[config.mk]
export PLATFORM = sky130hd
export DESIGN_NAME = qupls_decode_erc_pipe
export DESIGN_NICKNAME = d
export VERILOG_FILES = /design/src/rtl/qupls_decode_erc_pipe.sv
export SDC_FILE = /design/constraint.sdc
export NUM_CORES = 1
export LEC_CHECK = 0
export ABC_CLOCK_PERIOD_IN_PS = 8100
export CAP_MARGIN = 20
export CORE_MARGIN = 5
export CORE_UTILIZATION = 59
export DETAILED_ROUTE_END_ITERATION = 7
export PLACE_DENSITY_LB_ADDON = 0.1
export RECOVER_POWER = 50
export REMOVE_ABC_BUFFERS = 1
export SYNTH_ARGS = -nofsm -noshare
export SYNTH_HDL_FRONTEND = slang
export SYNTH_SLANG_ARGS = --single-unit
[constraint.sdc]
create_clock -name clk -period 8.1 [get_ports clk]
set_clock_uncertainty 0.1 [all_clocks]
set_input_delay 0.81 -clock clk [delete_from_list [all_inputs] [get_ports clk]]
set_output_delay 0.81 -clock clk [all_outputs]
set_load 0.01 [all_outputs]
[src/rtl/qupls_decode_erc_pipe.sv]
// Multi-lane ERC decode stage: classifies each lane against a programmable
// opcode mask, registers the bundle behind a valid/ready skid buffer and
// keeps a saturating count of ERC instructions delivered downstream.
module qupls_decode_erc_pipe #(
  parameter int unsigned LANES = 4,
  parameter int unsigned INSTW = 41,
  parameter int unsigned OPW   = 7,
  parameter int unsigned CNTW  = 32
) (
  input  logic                       clk,
  input  logic                       rst,
  input  logic                       in_valid,
  output logic                       in_ready,
  input  logic [LANES*INSTW-1:0]     in_instr,
  input  logic [LANES-1:0]           in_lmask,
  output logic                       out_valid,
  input  logic                       out_ready,
  output logic [LANES*INSTW-1:0]     out_instr,
  output logic [LANES-1:0]           out_lmask,
  output logic [LANES-1:0]           out_erc,
  output logic                       out_any_erc,
  output logic [$clog2(LANES)-1:0]   out_first_erc,
  input  logic                       mask_we,
  input  logic [OPW-1:0]             mask_adr,
  input  logic                       mask_din,
  input  logic                       cnt_clr,
  output logic [CNTW-1:0]            erc_count
);

  localparam int unsigned MDEPTH = 2**OPW;
  localparam int unsigned BW     = LANES*INSTW;
  localparam int unsigned FW     = $clog2(LANES);
  localparam int unsigned PW     = $clog2(LANES+1);

  logic [MDEPTH-1:0] mask_q;
  logic [LANES-1:0]  in_erc_c;

  logic              skid_valid_q, skid_valid_d;
  logic [BW-1:0]     skid_instr_q, skid_instr_d;
  logic [LANES-1:0]  skid_lmask_q, skid_lmask_d;
  logic [LANES-1:0]  skid_erc_q,   skid_erc_d;

  logic              out_valid_q, out_valid_d;
  logic [BW-1:0]     out_instr_q, out_instr_d;
  logic [LANES-1:0]  out_lmask_q, out_lmask_d;
  logic [LANES-1:0]  out_erc_q,   out_erc_d;
  logic              out_any_q,   out_any_d;
  logic [FW-1:0]     out_first_q, out_first_d;

  logic [CNTW-1:0]   cnt_q, cnt_d;
  logic [PW-1:0]     pop_c;
  logic [CNTW:0]     sum_c;

  logic              in_fire_c, out_fire_c;

  // Lowest-index set lane; 0 when the vector is empty.
  function automatic logic [FW-1:0] first_set(input logic [LANES-1:0] v);
    logic [FW-1:0] r;
    r = '0;
    for (int i = LANES-1; i >= 0; i--) begin
      if (v[i]) r = FW'(i);
    end
    return r;
  endfunction

  assign in_ready   = ~skid_valid_q & ~rst;
  assign in_fire_c  = in_valid & in_ready;
  assign out_fire_c = out_valid_q & out_ready;

  // Per-lane classification against the current (pre-write) mask.
  always_comb begin
    in_erc_c = '0;
    for (int i = 0; i < LANES; i++) begin
      in_erc_c[i] = mask_q[in_instr[i*INSTW +: OPW]] & in_lmask[i];
    end
  end

  // Opcode mask storage; a write lands at the clock edge.
  always_ff @(posedge clk) begin
    if (rst) begin
      mask_q <= '0;
    end else if (mask_we) begin
      mask_q[mask_adr] <= mask_din;
    end
  end

  // Skid-buffer steering and saturating event counter next state.
  always_comb begin
    skid_valid_d = skid_valid_q;
    skid_instr_d = skid_instr_q;
    skid_lmask_d = skid_lmask_q;
    skid_erc_d   = skid_erc_q;
    out_valid_d  = out_valid_q;
    out_instr_d  = out_instr_q;
    out_lmask_d  = out_lmask_q;
    out_erc_d    = out_erc_q;
    out_any_d    = out_any_q;
    out_first_d  = out_first_q;
    cnt_d        = cnt_q;
    pop_c        = '0;
    sum_c        = '0;

    if (out_fire_c || !out_valid_q) begin
      if (skid_valid_q) begin
        out_valid_d  = 1'b1;
        out_instr_d  = skid_instr_q;
        out_lmask_d  = skid_lmask_q;
        out_erc_d    = skid_erc_q;
        out_any_d    = |skid_erc_q;
        out_first_d  = first_set(skid_erc_q);
        skid_valid_d = 1'b0;
      end else if (in_fire_c) begin
        out_valid_d  = 1'b1;
        out_instr_d  = in_instr;
        out_lmask_d  = in_lmask;
        out_erc_d    = in_erc_c;
        out_any_d    = |in_erc_c;
        out_first_d  = first_set(in_erc_c);
      end else begin
        out_valid_d  = 1'b0;
      end
    end else if (in_fire_c) begin
      skid_valid_d = 1'b1;
      skid_instr_d = in_instr;
      skid_lmask_d = in_lmask;
      skid_erc_d   = in_erc_c;
    end

    for (int i = 0; i < LANES; i++) begin
      pop_c = pop_c + PW'(out_erc_q[i]);
    end
    sum_c = (CNTW+1)'(cnt_q) + (CNTW+1)'(pop_c);

    if (cnt_clr) begin
      cnt_d = '0;
    end else if (out_fire_c) begin
      cnt_d = sum_c[CNTW] ? {CNTW{1'b1}} : sum_c[CNTW-1:0];
    end
  end

  // Pipeline, skid and counter registers; reset discards both held bundles.
  always_ff @(posedge clk) begin
    if (rst) begin
      skid_valid_q <= 1'b0;
      skid_instr_q <= '0;
      skid_lmask_q <= '0;
      skid_erc_q   <= '0;
      out_valid_q  <= 1'b0;
      out_instr_q  <= '0;
      out_lmask_q  <= '0;
      out_erc_q    <= '0;
      out_any_q    <= 1'b0;
      out_first_q  <= '0;
      cnt_q        <= '0;
    end else begin
      skid_valid_q <= skid_valid_d;
      skid_instr_q <= skid_instr_d;
      skid_lmask_q <= skid_lmask_d;
      skid_erc_q   <= skid_erc_d;
      out_valid_q  <= out_valid_d;
      out_instr_q  <= out_instr_d;
      out_lmask_q  <= out_lmask_d;
      out_erc_q    <= out_erc_d;
      out_any_q    <= out_any_d;
      out_first_q  <= out_first_d;
      cnt_q        <= cnt_d;
    end
  end

  assign out_valid     = out_valid_q;
  assign out_instr     = out_instr_q;
  assign out_lmask     = out_lmask_q;
  assign out_erc       = out_erc_q;
  assign out_any_erc   = out_any_q;
  assign out_first_erc = out_first_q;
  assign erc_count     = cnt_q;

endmodule

==> results of run 1 <==
==> layout by cell type (no fill, tap or decap), types with 22 or more instances in the layout <==
master,Yosys,layout
buf_4,9,22
a21oi_1,340,340
clkbuf_16,0,52
dfxtp_1,509,509
nand3_1,153,152
o21ai_0,127,127
nand2_1,417,417
mux4_2,110,110
mux2i_1,214,214
dlygate4sd3_1,0,210
clkdlybuf4s50_1,0,171
nor2_1,224,223
a211oi_1,174,174
nor3_1,23,22
==> state kept, by name, indices dropped and copies added (netlist names), 2 cells and up <==
signal / cells
skid_instr_q: 164
skid_lmask_q: 4
out_instr: 164
erc_count: 32
mask_q: 128
out_first_erc: 2
out_lmask: 4
out_erc: 4
skid_erc_q: 4
==> report_power, final <==
group / leakage [nW] / internal (mW) / switching (mW) / total [mW]
Combinational: 5.35 / 0.313 / 0.410 / 0.723
Sequential: 4.14 / 2.59 / 0.0456 / 2.63
Clock: 0.815 / 1.33 / 1.01 / 2.33
==> per-layer routing <==
| metal | part of all wire [%] | track usage [%] | vias to the layer above | wire length [µm] |
|---|---|---|---|---|
| met4 | 4.9 | 15.1 | 2 | 3960 |
| met2 | 45 | 52.2 | 1246 | 36400 |
| met1 | 39 | 43.3 | 10900 | 31800 |
| met3 | 10 | 8.19 | 297 | 8270 |
| li1 | - | - | 10500 | - |
| met5 | 0.016 | 0 | - | 13 |
==> tightest hold or removal path, cell delays in order, from the launching register on <==
cell     delay, ns
dfxtp_1       0.30
nand2_1       0.05
a21oi_1       0.05
==> kinds of logic after synthesis <==
logic type / synth area share (%)
and+or+nand+nor: 16.2
AOI/OAI and AO/OA: 17.1
DFF: 41.2
muxes: 19.7
buffers and inverters: 4.62
xor gates and xnor gates: 0.886
adders and majority gates: 0.294
==> metrics by stage <==
stage / hold slack (ns) / utilization (%) / power (mW) / instance area (µm²)
floorplan: 0.329 / - / 3.01 / 23600
global placement: 0.341 / 68.2 / 3.40 / 28400
detailed placement: 0.346 / 68.3 / 3.42 / 28500
CTS: 0.355 / 72.3 / 5.73 / 30100
global route: 0.368 / 72.3 / 5.88 / 30100
finish: 0.351 / 72.3 / 5.69 / 30100
==> cell type report <==
class                           instances  area (µm²)  area share (%)
Multi-Input combinational cell       2005       13400            44.5
Sequential cell                       509       10200            33.8
Timing Repair Buffer                  421        4170            13.8
Clock buffer                           80        1570            5.20
Tap cell                              539         674            2.24
Clock inverter                         10        82.6           0.274
Inverter                               11        42.5           0.141
Antenna cell                            1        2.50         0.00830
==> worst paths after layout <==
check | startpoint | end | cells past startpoint
worst max-delay path | skid_valid_q | out_instr[15] | 4
worst min-delay path | skid_instr_q[154] | skid_instr_q[154] | 2
worst min register to register | skid_instr_q[154] | skid_instr_q[154] | 2
worst max register to register | skid_valid_q | out_instr[15] | 4
==> impl_metrics.csv, run 1 <==
group,metric,value,unit
worst_setup_path,cp_top_family,"flip-flops",
timing,slew_violations,449,
pwr,power_density,189,mW/mm²
final_layout,fillers,3199,
drt,routed_wirelength,80500,µm
final_layout,nNetsFinal,3186,
worst_setup_path,cp.arrival,5.89,ns
outcome,violations,"capacitance limit, slew limit",
timing,setup_viol,0,
timing,finalSetupTns,0,ns
timing,fin_ws,2.59,ns
synthesis,yosys_warnings,0,
drt,vias_per_cell,6.42,
placement,place.gp.congestion,0.949,
worst_setup_path,cpMaxStageDelayCell,"dfxtp_1",
final_layout,synthToLayoutAreaGrowth,22.0,%
synthesis,synth_area_leaders,"dfxtp_1 41%, mux4_2 10%, mux2i_1 8.7%",
worst_setup_path,start_kind,"flip-flop",
synthesis,synth.avg_cell_area,8.90,µm²
pwr,ir_drop,0.175,mV
cts,ctsResizeCount,0,
placement,dp_hpwl,52300,µm
cts,cts_tree,"built",
synthesis,ys_types,75,
drt,vias,22900,
synthesis,synth-seq-cells,509,
timing,max_freq,0.182,GHz
worst_setup_path,slowest_delay,2.56,ns
cts,clockBufferDepth,3,
synthesis,synth_area,0.0247,mm²
synthesis,yosysTopAreaCellShare,41.2,%
synthesis,ys_seq_area_share,41.2,%
timing,period_share,68.0,%
worst_setup_path,critical_path_class,"reg -> reg",
floorplanning,row_count,75,
placement,dp_slack,3.95,ns
cts,hold_buffers,0,
floorplanning,coreArea,0.0417,mm²
final_layout,drive_gt1_share,8.43,%
global_routing,grt_pass1_vias,21500,
floorplanning,start_util,59.3,%
global_routing,overflow,0,
drt,drt_iter0_drc,2845,
cts,clock_latency,0.62,ns
synthesis,synthArstFlopShare,0,%
pwr,p_leak,10.3,nW
cts,htreeDepth,2,
timing,hold_viol_final,0,
placement,post-place-cells,3482,
cts,cts_buffers,52,
global_routing,antenna_found_initial,3,
synthesis,synth-main-ff-cell,"dfxtp_1",
cts,postCtsSetupRepairBufs,0,
outcome,status,"finished with violations",
global_routing,track_usage,33.1,%
timing,maxSlewHeadroom,-122,%
worst_setup_path,path_buf_inv,1,
drt,dr.pass1.iters,6,
cts,root_buffer,"clkbuf_16",
run,drv_cap,6,
global_routing,grt_max_degree,245,
floorplanning,die_area,0.0461,mm²
synthesis,syn_inst,2777,
global_routing,grt_pass1_wl,124000,µm
timing,tightest_slew,3.33,ns
cts,cts.sinks,509,
cts,clk_transition_reported_paths,0.06,ns
worst_setup_path,crit_chain,"o21a_4, clkbuf_4, nor2_1, a211oi_1",
worst_setup_path,critPathCaptureType,"flip-flop",
worst_setup_path,critPathMaxFanout,244,
drt,remaining_drc_errors,0,
floorplanning,dieHeight,215,µm
timing,rsz0062_at_grt,"no",
synthesis,yosys-top-cells-count,"509 x dfxtp_1, 417 x nand2_1, 340 x a21oi_1, 224 x nor2_1, 214 x mux2i_1",
drt,wl_per_cell,22.5,µm
worst_setup_path,critical_path_required,8.48,ns
floorplanning,die_x,215,µm
synthesis,synth.most_common_cell,"dfxtp_1",
drt,ant_nets,0,
hold_path,hold_class,"reg -> reg",
synthesis,yosysTopAreaCell,"dfxtp_1",
placement,io_buffers,390,
timing,finalCriticalPeriod,5.51,ns
synthesis,synth_edf_count,0,
floorplanning,num_io_pins,391,
worst_setup_path,rrSetupSlack,2.59,ns
final_layout,finalNonFillerCells,3576,
Note: power is estimated with default switching activity, not from simulation.
==> run 2, diff against run 1 <==
Settings changed: ABC_CLOCK_PERIOD_IN_PS 8100 to 5200, CORE_UTILIZATION 59 to 54.
Clock period 8.1 ns to 5.2 ns, I/O delays scaled along.
==> run 2 against run 1 <==
  * Global-route usage down 1.7 points
  * Largest power group unchanged
  * Clock power up 66%
  * The flow still finishes with violations (capacitance limit, slew limit)
  * Cell count is 1.9% higher
  * Largest cell class unchanged
  * Highest routed layer unchanged
  * Final area grew 0.64%
==> impl_metrics.csv, run 2 (same netlist as run 1, synthesis figures left out) <==
group,metric,value,unit
outcome,status,"finished with violations",
outcome,violations,"capacitance limit, slew limit",
global_routing,overflow,0,
worst_setup_path,slowest_delay,1.91,ns
drt,drt_iter0_drc,2470,
drt,wl_per_cell,22.7,µm
cts,ctsResizeCount,0,
drt,ant_nets,0,
hold_path,min_from,"rst",
timing,slew_violations,257,
final_layout,fillers,3692,
final_layout,nNetsFinal,3187,
global_routing,antenna_found_initial,1,
drt,routed_wirelength,82900,µm
cts,clk_transition_reported_paths,0.06,ns
timing,finalCriticalPeriod,4.14,ns
worst_setup_path,start_kind,"flip-flop",
drt,vias_per_cell,6.29,
floorplanning,die_area,0.0501,mm²
drt,vias,22900,
global_routing,grt_max_degree,174,
worst_setup_path,crit_chain,"nor2_1, nand3_1, buf_12, nand2_1, a21oi_1",
cts,cts_tree,"built",
worst_setup_path,ff2ff_path_depth,5,
drt,dr.pass1.iters,7,
global_routing,track_usage,31.4,%
timing,max_freq,0.241,GHz
worst_setup_path,critical_path_required,5.55,ns
cts,cts_buffers,53,
cts,clock_latency,0.62,ns
global_routing,grt_pass1_wl,126000,µm
global_routing,grt_pass1_vias,21200,
floorplanning,num_io_pins,391,
run,drv_cap,7,
final_layout,antenna_cells,0,
timing,maxSlewHeadroom,-92.0,%
worst_setup_path,rrSetupSlack,1.06,ns
worst_setup_path,cp.arrival,4.49,ns
worst_setup_path,path_buf_inv,1,
cts,htreeDepth,2,
hold_path,min_path_cells,2,
pwr,p_leak,10.4,nW
worst_setup_path,critPathMaxFanout,113,
pwr,power_density,299,mW/mm²
timing,setup_viol,0,
drt,remaining_drc_errors,0,
timing,hold_viol_final,0,
floorplanning,row_count,78,
placement,dp_hpwl,55000,µm
floorplanning,start_util,54.6,%
floorplanning,coreArea,0.0453,mm²
floorplanning,die_x,224,µm
timing,tightest_slew,2.88,ns
worst_setup_path,reg2reg_from,"skid_valid_q",
cts,cts.sinks,509,
worst_setup_path,crit_start,"skid_valid_q",
worst_setup_path,critPathCaptureType,"flip-flop",
worst_setup_path,cpMaxStageDelayCell,"nand3_1",
final_layout,drive_gt1_share,8.61,%
hold_path,whs_endpoint,"mask_q[68]",
worst_setup_path,critical_path_class,"reg -> reg",
pwr,ir_drop,0.308,mV
timing,period_share,79.6,%
placement,place.gp.congestion,1.03,
placement,io_buffers,390,
cts,clockBufferDepth,3,
final_layout,layout_common_cells,"508 x dfxtp_1, 417 x nand2_1, 340 x a21oi_1",
timing,finalSetupTns,0,ns
cts,hold_buffers,0,
hold_path,hold_class,"in -> reg",
worst_setup_path,cp_top_family,"simple AND/OR/NAND/NOR gates",
worst_setup_path,r2r_end,"skid_instr_q[91]",
final_layout,final_common_cell,"dfxtp_1",
floorplanning,dieHeight,224,µm
timing,rsz0062_at_grt,"no",
cts,postCtsSetupRepairBufs,0,
final_layout,synthToLayoutAreaGrowth,22.7,%
pwr,totalPowerFinal,9.08,mW
cts,root_buffer,"clkbuf_16",
run 2: worst max-delay path by stage:
stage | slack, ns | to | cells after the start
2_1_floorplan | -8.37 | out_first_erc[0] | 4
4_1_cts | 1.23 | erc_count[7] | 12
3_3_place_gp | 1.32 | erc_count[7] | 12
5_1_grt | 0.65 | out_first_erc[0] | 4
6_report | 1.06 | skid_instr_q[91] | 5
3_5_place_dp | 1.27 | erc_count[7] | 12
run 2: area by class of cell:
cell class	count	area [µm²]	area share, %
multi-input cells	2005	13400	44.1
flip-flops and latches	509	10200	33.6
repair buffers	421	4190	13.8
clock buffers	76	1540	5.09
well taps	600	751	2.47
clock inverters	21	221	0.730
inverters	11	42.5	0.140
run 2: metal layers:
layer  track usage, %  vias up  share of wire [%]
met5            0.380        -             0.0097
met4             13.8        2                4.8
met3             7.05      242                 10
met2             49.0     1215                 46
met1             42.1    10900                 39
li1                 -    10500                  -
run 2: metrics by stage:
stage | instance area [µm²] | setup slack [ns] | hold WS [ns] | util, % | cells
6_report | 30300 | 1.06 | 0.254 | 67.0 | 3643
3_5_place_dp | 28600 | 1.27 | 0.346 | 63.2 | 3545
2_1_floorplan | 23600 | -8.37 | 0.329 | - | 2525
3_3_place_gp | 28600 | 1.32 | 0.341 | 63.1 | 3544
4_1_cts | 30400 | 1.23 | 0.240 | 67.1 | 3642
5_1_grt | 30300 | 0.646 | 0.272 | 67.0 | 3643
run 2: report_power, final:
group | leakage, nW | switching, mW | total (mW) | internal, mW
logic | 5.36 | 0.639 | 1.12 | 0.482
clock network | 0.865 | 1.64 | 3.86 | 2.22
registers | 4.14 | 0.0687 | 4.10 | 4.03
total | 10.4 | 2.35 | 9.08 | 6.73
